<file path="config.mk">
export PLATFORM = sky130hd
export DESIGN_NAME = hbs_accumulator
export DESIGN_NICKNAME = d
export VERILOG_FILES = /design/src/rtl/hbs_accumulator.sv
export SDC_FILE = /design/constraint.sdc
export NUM_CORES = 1
export LEC_CHECK = 0
export ABC_AREA = 1
export ABC_CLOCK_PERIOD_IN_PS = 2300
export CAP_MARGIN = 20
export CORE_UTILIZATION = 55
export CTS_BUF_LIST = sky130_fd_sc_hd__clkbuf_4 sky130_fd_sc_hd__clkbuf_8
export CTS_CLUSTER_DIAMETER = 40
export DETAILED_ROUTE_END_ITERATION = 16
export HOLD_SLACK_MARGIN = 0.12
export PLACE_DENSITY = 0.88
export REMOVE_ABC_BUFFERS = 1
export SLEW_MARGIN = 20
export SYNTH_ARGS = -nofsm -noshare
export SYNTH_HDL_FRONTEND = slang
export SYNTH_SLANG_ARGS = --single-unit
</file>
<file path="constraint.sdc">
create_clock -name clk -period 2.3 [get_ports clk]
set_input_delay 0.23 -clock clk [delete_from_list [all_inputs] [get_ports clk]]
set_output_delay 0.23 -clock clk [all_outputs]
set_load 0.1 [all_outputs]
</file>
<file path="src/rtl/hbs_accumulator.sv">
// hbs_accumulator: delays the multiplier issue strobe, then sums len products into a wide accumulator
//
// Ports:
//   clk, rst_n     clock and asynchronous active-low reset
//   clear          synchronous flush of state, flags and the valid pipeline
//   mode           multiplier mode (00=4b, 01=8b, 10=16b), watched for changes mid-run
//   issue_valid    operands presented to the multiplier this cycle
//   len            products per accumulation (0 means 1), taken on the first aligned product
//   mul_result     multiplier result word, consumed only when the delayed strobe is high
//   acc_data       accumulated sum, stable while acc_valid is high
//   acc_valid      acc_data holds a completed sum
//   acc_ready      consumer accepts acc_data
//   busy           accumulating or products still in flight
//   ovf            carry-out beyond ACC_W during the current/last accumulation
//   drop_err       sticky: an aligned product arrived while the output was stalled
//   mode_err       sticky: mode changed while products were in flight or accumulating
module hbs_accumulator #(
    parameter int DATA_W = 32,
    parameter int ACC_W  = 48,
    parameter int LAT    = 3,
    parameter int CNT_W  = 8
) (
    input  logic              clk,
    input  logic              rst_n,
    input  logic              clear,
    input  logic [1:0]        mode,
    input  logic              issue_valid,
    input  logic [CNT_W-1:0]  len,
    input  logic [DATA_W-1:0] mul_result,
    output logic [ACC_W-1:0]  acc_data,
    output logic              acc_valid,
    input  logic              acc_ready,
    output logic              busy,
    output logic              ovf,
    output logic              drop_err,
    output logic              mode_err
);

    typedef enum logic [1:0] {IDLE, ACCUM, HOLD} state_t;

    state_t             state_q, state_d;
    logic [LAT-1:0]     vsr_q, vsr_d;
    logic [ACC_W-1:0]   acc_q, acc_d;
    logic [CNT_W-1:0]   cnt_q, cnt_d;
    logic [CNT_W-1:0]   len_q, len_d;
    logic [1:0]         mode_q, mode_d;
    logic [1:0]         mode_p_q;
    logic               ovf_q, ovf_d;
    logic               drop_q, drop_d;
    logic               merr_q, merr_d;
    logic               acc_valid_q;
    logic               busy_q;

    logic               aligned;
    logic               start;
    logic [CNT_W-1:0]   len_eff;
    logic [CNT_W-1:0]   cnt_inc;
    logic [ACC_W:0]     sum;

    assign aligned = vsr_q[LAT-1];
    assign len_eff = (len == '0) ? CNT_W'(1) : len;
    assign cnt_inc = cnt_q + CNT_W'(1);
    assign sum     = {1'b0, acc_q} + (ACC_W+1)'(mul_result);
    // A new run begins from IDLE, or from HOLD when the old sum is taken in the same cycle.
    assign start   = aligned && (state_q == IDLE || (state_q == HOLD && acc_ready));
    // Casting {vsr, in} down to LAT bits shifts the strobe in and drops the oldest bit.
    assign vsr_d   = LAT'({vsr_q, issue_valid});

    always_comb begin
        state_d = state_q;
        acc_d   = acc_q;
        cnt_d   = cnt_q;
        len_d   = len_q;
        mode_d  = mode_q;
        ovf_d   = ovf_q;
        drop_d  = drop_q | (state_q == HOLD && aligned && !acc_ready);
        merr_d  = merr_q | (state_q == ACCUM && mode != mode_q) | ((|vsr_q) && mode != mode_p_q);
        if (start) begin
            acc_d   = ACC_W'(mul_result);
            cnt_d   = CNT_W'(1);
            len_d   = len_eff;
            mode_d  = mode;
            ovf_d   = 1'b0;
            state_d = (len_eff == CNT_W'(1)) ? HOLD : ACCUM;
        end else if (state_q == ACCUM && aligned) begin
            acc_d   = sum[ACC_W-1:0];
            ovf_d   = ovf_q | sum[ACC_W];
            cnt_d   = (cnt_q == len_q) ? cnt_q : cnt_inc;
            state_d = (cnt_inc == len_q) ? HOLD : ACCUM;
        end else if (state_q == HOLD && acc_ready) begin
            state_d = IDLE;
        end
    end

    always_ff @(posedge clk or negedge rst_n) begin
        if (!rst_n) begin
            state_q     <= IDLE;
            vsr_q       <= '0;
            acc_q       <= '0;
            cnt_q       <= '0;
            len_q       <= '0;
            mode_q      <= '0;
            mode_p_q    <= '0;
            ovf_q       <= 1'b0;
            drop_q      <= 1'b0;
            merr_q      <= 1'b0;
            acc_valid_q <= 1'b0;
            busy_q      <= 1'b0;
        end else if (clear) begin
            state_q     <= IDLE;
            vsr_q       <= '0;
            acc_q       <= '0;
            cnt_q       <= '0;
            len_q       <= '0;
            mode_q      <= '0;
            mode_p_q    <= mode;
            ovf_q       <= 1'b0;
            drop_q      <= 1'b0;
            merr_q      <= 1'b0;
            acc_valid_q <= 1'b0;
            busy_q      <= 1'b0;
        end else begin
            state_q     <= state_d;
            vsr_q       <= vsr_d;
            acc_q       <= acc_d;
            cnt_q       <= cnt_d;
            len_q       <= len_d;
            mode_q      <= mode_d;
            mode_p_q    <= mode;
            ovf_q       <= ovf_d;
            drop_q      <= drop_d;
            merr_q      <= merr_d;
            acc_valid_q <= (state_d == HOLD);
            busy_q      <= (state_d == ACCUM) || (|vsr_d);
        end
    end

    assign acc_data  = acc_q;
    assign acc_valid = acc_valid_q;
    assign busy      = busy_q;
    assign ovf       = ovf_q;
    assign drop_err  = drop_q;
    assign mode_err  = merr_q;

endmodule
</file>
==> results.md <==
- Status: finished, final reports clean
- Avg WL per Cell: 14.2 um
- NetSw: 4.46 mW
- CP peak stage delay: 0.42 ns
- Routed vias: 7652
- Synth Cell Area: 0.00673 mm2
- Rel. slew slack: 62.2%
- Comb power frac: 64.7%
- Most used cell, CP: nand2_1
- Final setup fails: 0
- Hold Vio Cnt, Final: 0
- TritonCTS clock tree: built
- Core area: 0.0120 mm2
- FILL cells: 1060
- Area Growth Syn to Fin: 24.9%
- Clk pwr share: 13.4%
- Syn. warnings: 0
- PwrDens: 979 mW/mm2
- Hpwl dp: 15400 um
- Worst-margin pin slew: 0.568 ns
- Worst hold path type: input port to asynchronous set/reset pin
- Fin. max-slew vios: 0
- Unrepaired setup endpoints after global routing: yes
- Worst-Skew Late Latency: 0.38 ns
- DRC viols: 0
- Seq/Total Area, Yosys: 29.0%
- Initial drt markers: 713
- Critical Path Fanout Max: 4
- I/O Buffers: 99
- Reg power frac: 21.9%
- GRT Total Usage: 32.7%
- Total iterations of the first detailed-routing run: 5
- CTS Root Cell: clkbuf_8
- Final net count: 1346
- Worst-path clk slew: 0.09 ns
- First-pass GRT wire length: 32700 um
- Minimum clock period: 2.12 ns
- Die width: 113 um
- Flops & latches, synth: 78
- DRT Wirelength: 20100 um
- Diodes inserted: 0
- Initial Util: 56.2%
- Leak pwr: 4.65 nW
- # IOs: 100
- CTS H-tree lvls: 3
- Synth Flop Type: dfrtp_1
- Finished Core Util: 70.3%
- Post-synth cell types: 42
- Worst vdd ir: 0.000712 V
- Switching Share: 54.2%
- Placed cell count: 1399
- Initial antenna violation count: 0
- Num CTS Buffers: 9
- Vias in the first global route: 7018
- Internal power: 3.77 mW
- Hold slack: 0.361 ns
- Crit-path cells: ha_1, nand2_1, inv_1, nand2_1, nand2_1, inv_1, nand3_1, buf_4, nor2_1, o21ai_1, o211ai_1, nand2_1
- CTS sink cnt: 78
- Cells after Synth: 1112
- Gr ovfl total: 0
- CP Data Arrival Time: 2.38 ns
- Area after DPL: 0.00814 mm2
- Fin Clk Skew: 0.0144 ns
- Final Cell Area: 0.00840 mm2
- Critical path's slowest cell: dfrtp_1
- Pin count of the biggest net entering global routing: 51
- Startpoint types: flop
- Synth Area per Inst: 6.05 um2
- Full die area: 0.0127 mm2
- Final period utilization: 92.2%
- Crit Path Category: flop to flop
- CTS max path bufs: 2
- CP endpoint kind: flop
- Async SR Flop Fraction: 100%
- Site Rows: 40
- Remaining antenna violation count: 0
- Die height: 113 um
- Max_cap viols: 0
- Post-synth EDFFs: 0
- F_max: 0.472 GHz
- Post-route non-filler standard cell count: 1417
- Layout cells sized above 1: 13.1%
- Worst EP required: 2.56 ns
- Gp weighted congestion: 0.971
- Via/cell ratio: 5.40
==> state kept, by name (all words and copies together) (netlist names), 2 cells and up <==
signal	cells
acc_data	48
mode_q	2
len_q	8
cnt_q	8
vsr_q	3
state_q	2
mode_p_q	2
==> timing repair <==
item,in CTS,in global routing
endpoints found under the setup margin,0,19
resized for setup,0,17
hold buffers,1,0
endpoints found under the hold margin,36,0
buffers inserted,0,1
==> kinds of logic (layout without fill, tap and decap cells) <==
kind of cell / count (synthesis) / count (layout) / share of synthesized area, %
adders and majority gates: 34 / 34 / 6.44
and+or+nand+nor: 657 / 657 / 40.2
AOI/OAI and AO/OA: 130 / 130 / 10.5
DFF: 78 / 78 / 29.0
muxes: 1 / 1 / 0.149
xor gates and xnor gates: 23 / 23 / 2.99
buffers and inverters: 189 / 347 / 10.7
==> worst max-delay path, delay by kind of cell, from the launching register on <==
kind / cells / cell delay [ns]
fa+ha+maj: 1 / 0.33
simple gates: 6 / 0.68
buf+inv: 3 / 0.34
flops: 1 / 0.42
compound gates: 2 / 0.22
==> synth_stat cells (2+ instances only) <==
master      n  share of area, %
a21oi_1    51               3.8
a31oi_1     3              0.28
and2_1      2              0.19
buf_1       2              0.11
buf_2       3              0.22
buf_4       2              0.22
clkbuf_1   11              0.61
dfrtp_1    78                29
ha_1       33               6.1
inv_1     163               9.1
inv_2       7              0.39
nand2_1   387                22
nand2_2     3              0.28
nand3_1    84               6.2
nand4_1     8              0.74
nor2_1    145               8.1
nor2_2      3              0.28
nor2_4      3              0.50
nor3_1     14               1.0
nor4_1      2              0.19
o211ai_1    3              0.33
o21ai_0    53               3.9
o21ai_1     2              0.15
o21bai_1    3              0.33
o22ai_1     7              0.65
o31ai_1     3              0.33
xnor2_1     6              0.78
xor2_1     17               2.2
==> cell type report <==
| cell class | count | area [um2] | area share, % |
|---|---|---|---|
| clock inverters | 5 | 60.1 | 0.715 |
| clock buffers | 11 | 139 | 1.65 |
| well taps | 147 | 184 | 2.19 |
| repair buffers | 160 | 1330 | 15.8 |
| flip-flops and latches | 78 | 1950 | 23.2 |
| inverters | 171 | 642 | 7.64 |
| multi-input cells | 845 | 4100 | 48.8 |
==> layout by cell type, fill, tap and decap left out, drive strengths merged, types with 4 or more instances in the layout <==
| cell type | n |
|---|---|
| nor3 | 14 |
| buf | 114 |
| nor2 | 152 |
| dfrtp | 78 |
| nand4 | 8 |
| ha | 33 |
| clkinv | 4 |
| o22ai | 7 |
| o21ai | 56 |
| inv | 170 |
| nand3 | 84 |
| nand2 | 391 |
| xor2 | 17 |
| clkbuf | 11 |
| xnor2 | 6 |
| a21oi | 51 |
| clkdlybuf4s50 | 45 |
==> path summary, 6_finish.rpt <==
path | end | slack (ns) | start | cells after the start
worst min-delay path | acc_data[17] | 0.36 | rst_n | 2
min in group clk | mode_p_q[0] | 0.40 | mode[0] | 1
worst min register to register | busy | 0.51 | vsr_q[1] | 2
max in group asynchronous | acc_valid | 1.30 | rst_n | 3
worst max register to register | acc_data[10] | 0.18 | acc_data[8] | 12
worst max-delay path | acc_data[10] | 0.18 | acc_data[8] | 12
==> per-stage QoR <==
stage / setup WS, ns / power (mW) / setup TNS [ns]
after floorplan: -0.444 / 5.41 / -6.30
after global placement: -0.190 / 6.95 / -2.12
after detailed placement: -0.245 / 7.02 / -3.70
after CTS: 0.0834 / 8.13 / 0
after global routing: -0.00419 / 8.77 / -0.00419
final: 0.179 / 8.23 / 0
==> power by group through the flow <==
stage,Combinational (mW),Sequential (mW),Clock (mW)
floorplan,2.21,3.21,0
global placement,5.13,1.82,0
detailed placement,5.19,1.83,0
CTS,5.22,1.80,1.11
global route,5.78,1.83,1.16
finish,5.32,1.81,1.10
==> layer usage <==
layer	vias to the layer above	wire (um)	global-route usage, %
li1	3804	-	-
met1	3434	8420	42.6
met2	366	9380	54.2
met3	48	1770	5.24
met4	0	542	12.9
met5	-	0	0
(Power assumes the default switching activity.)
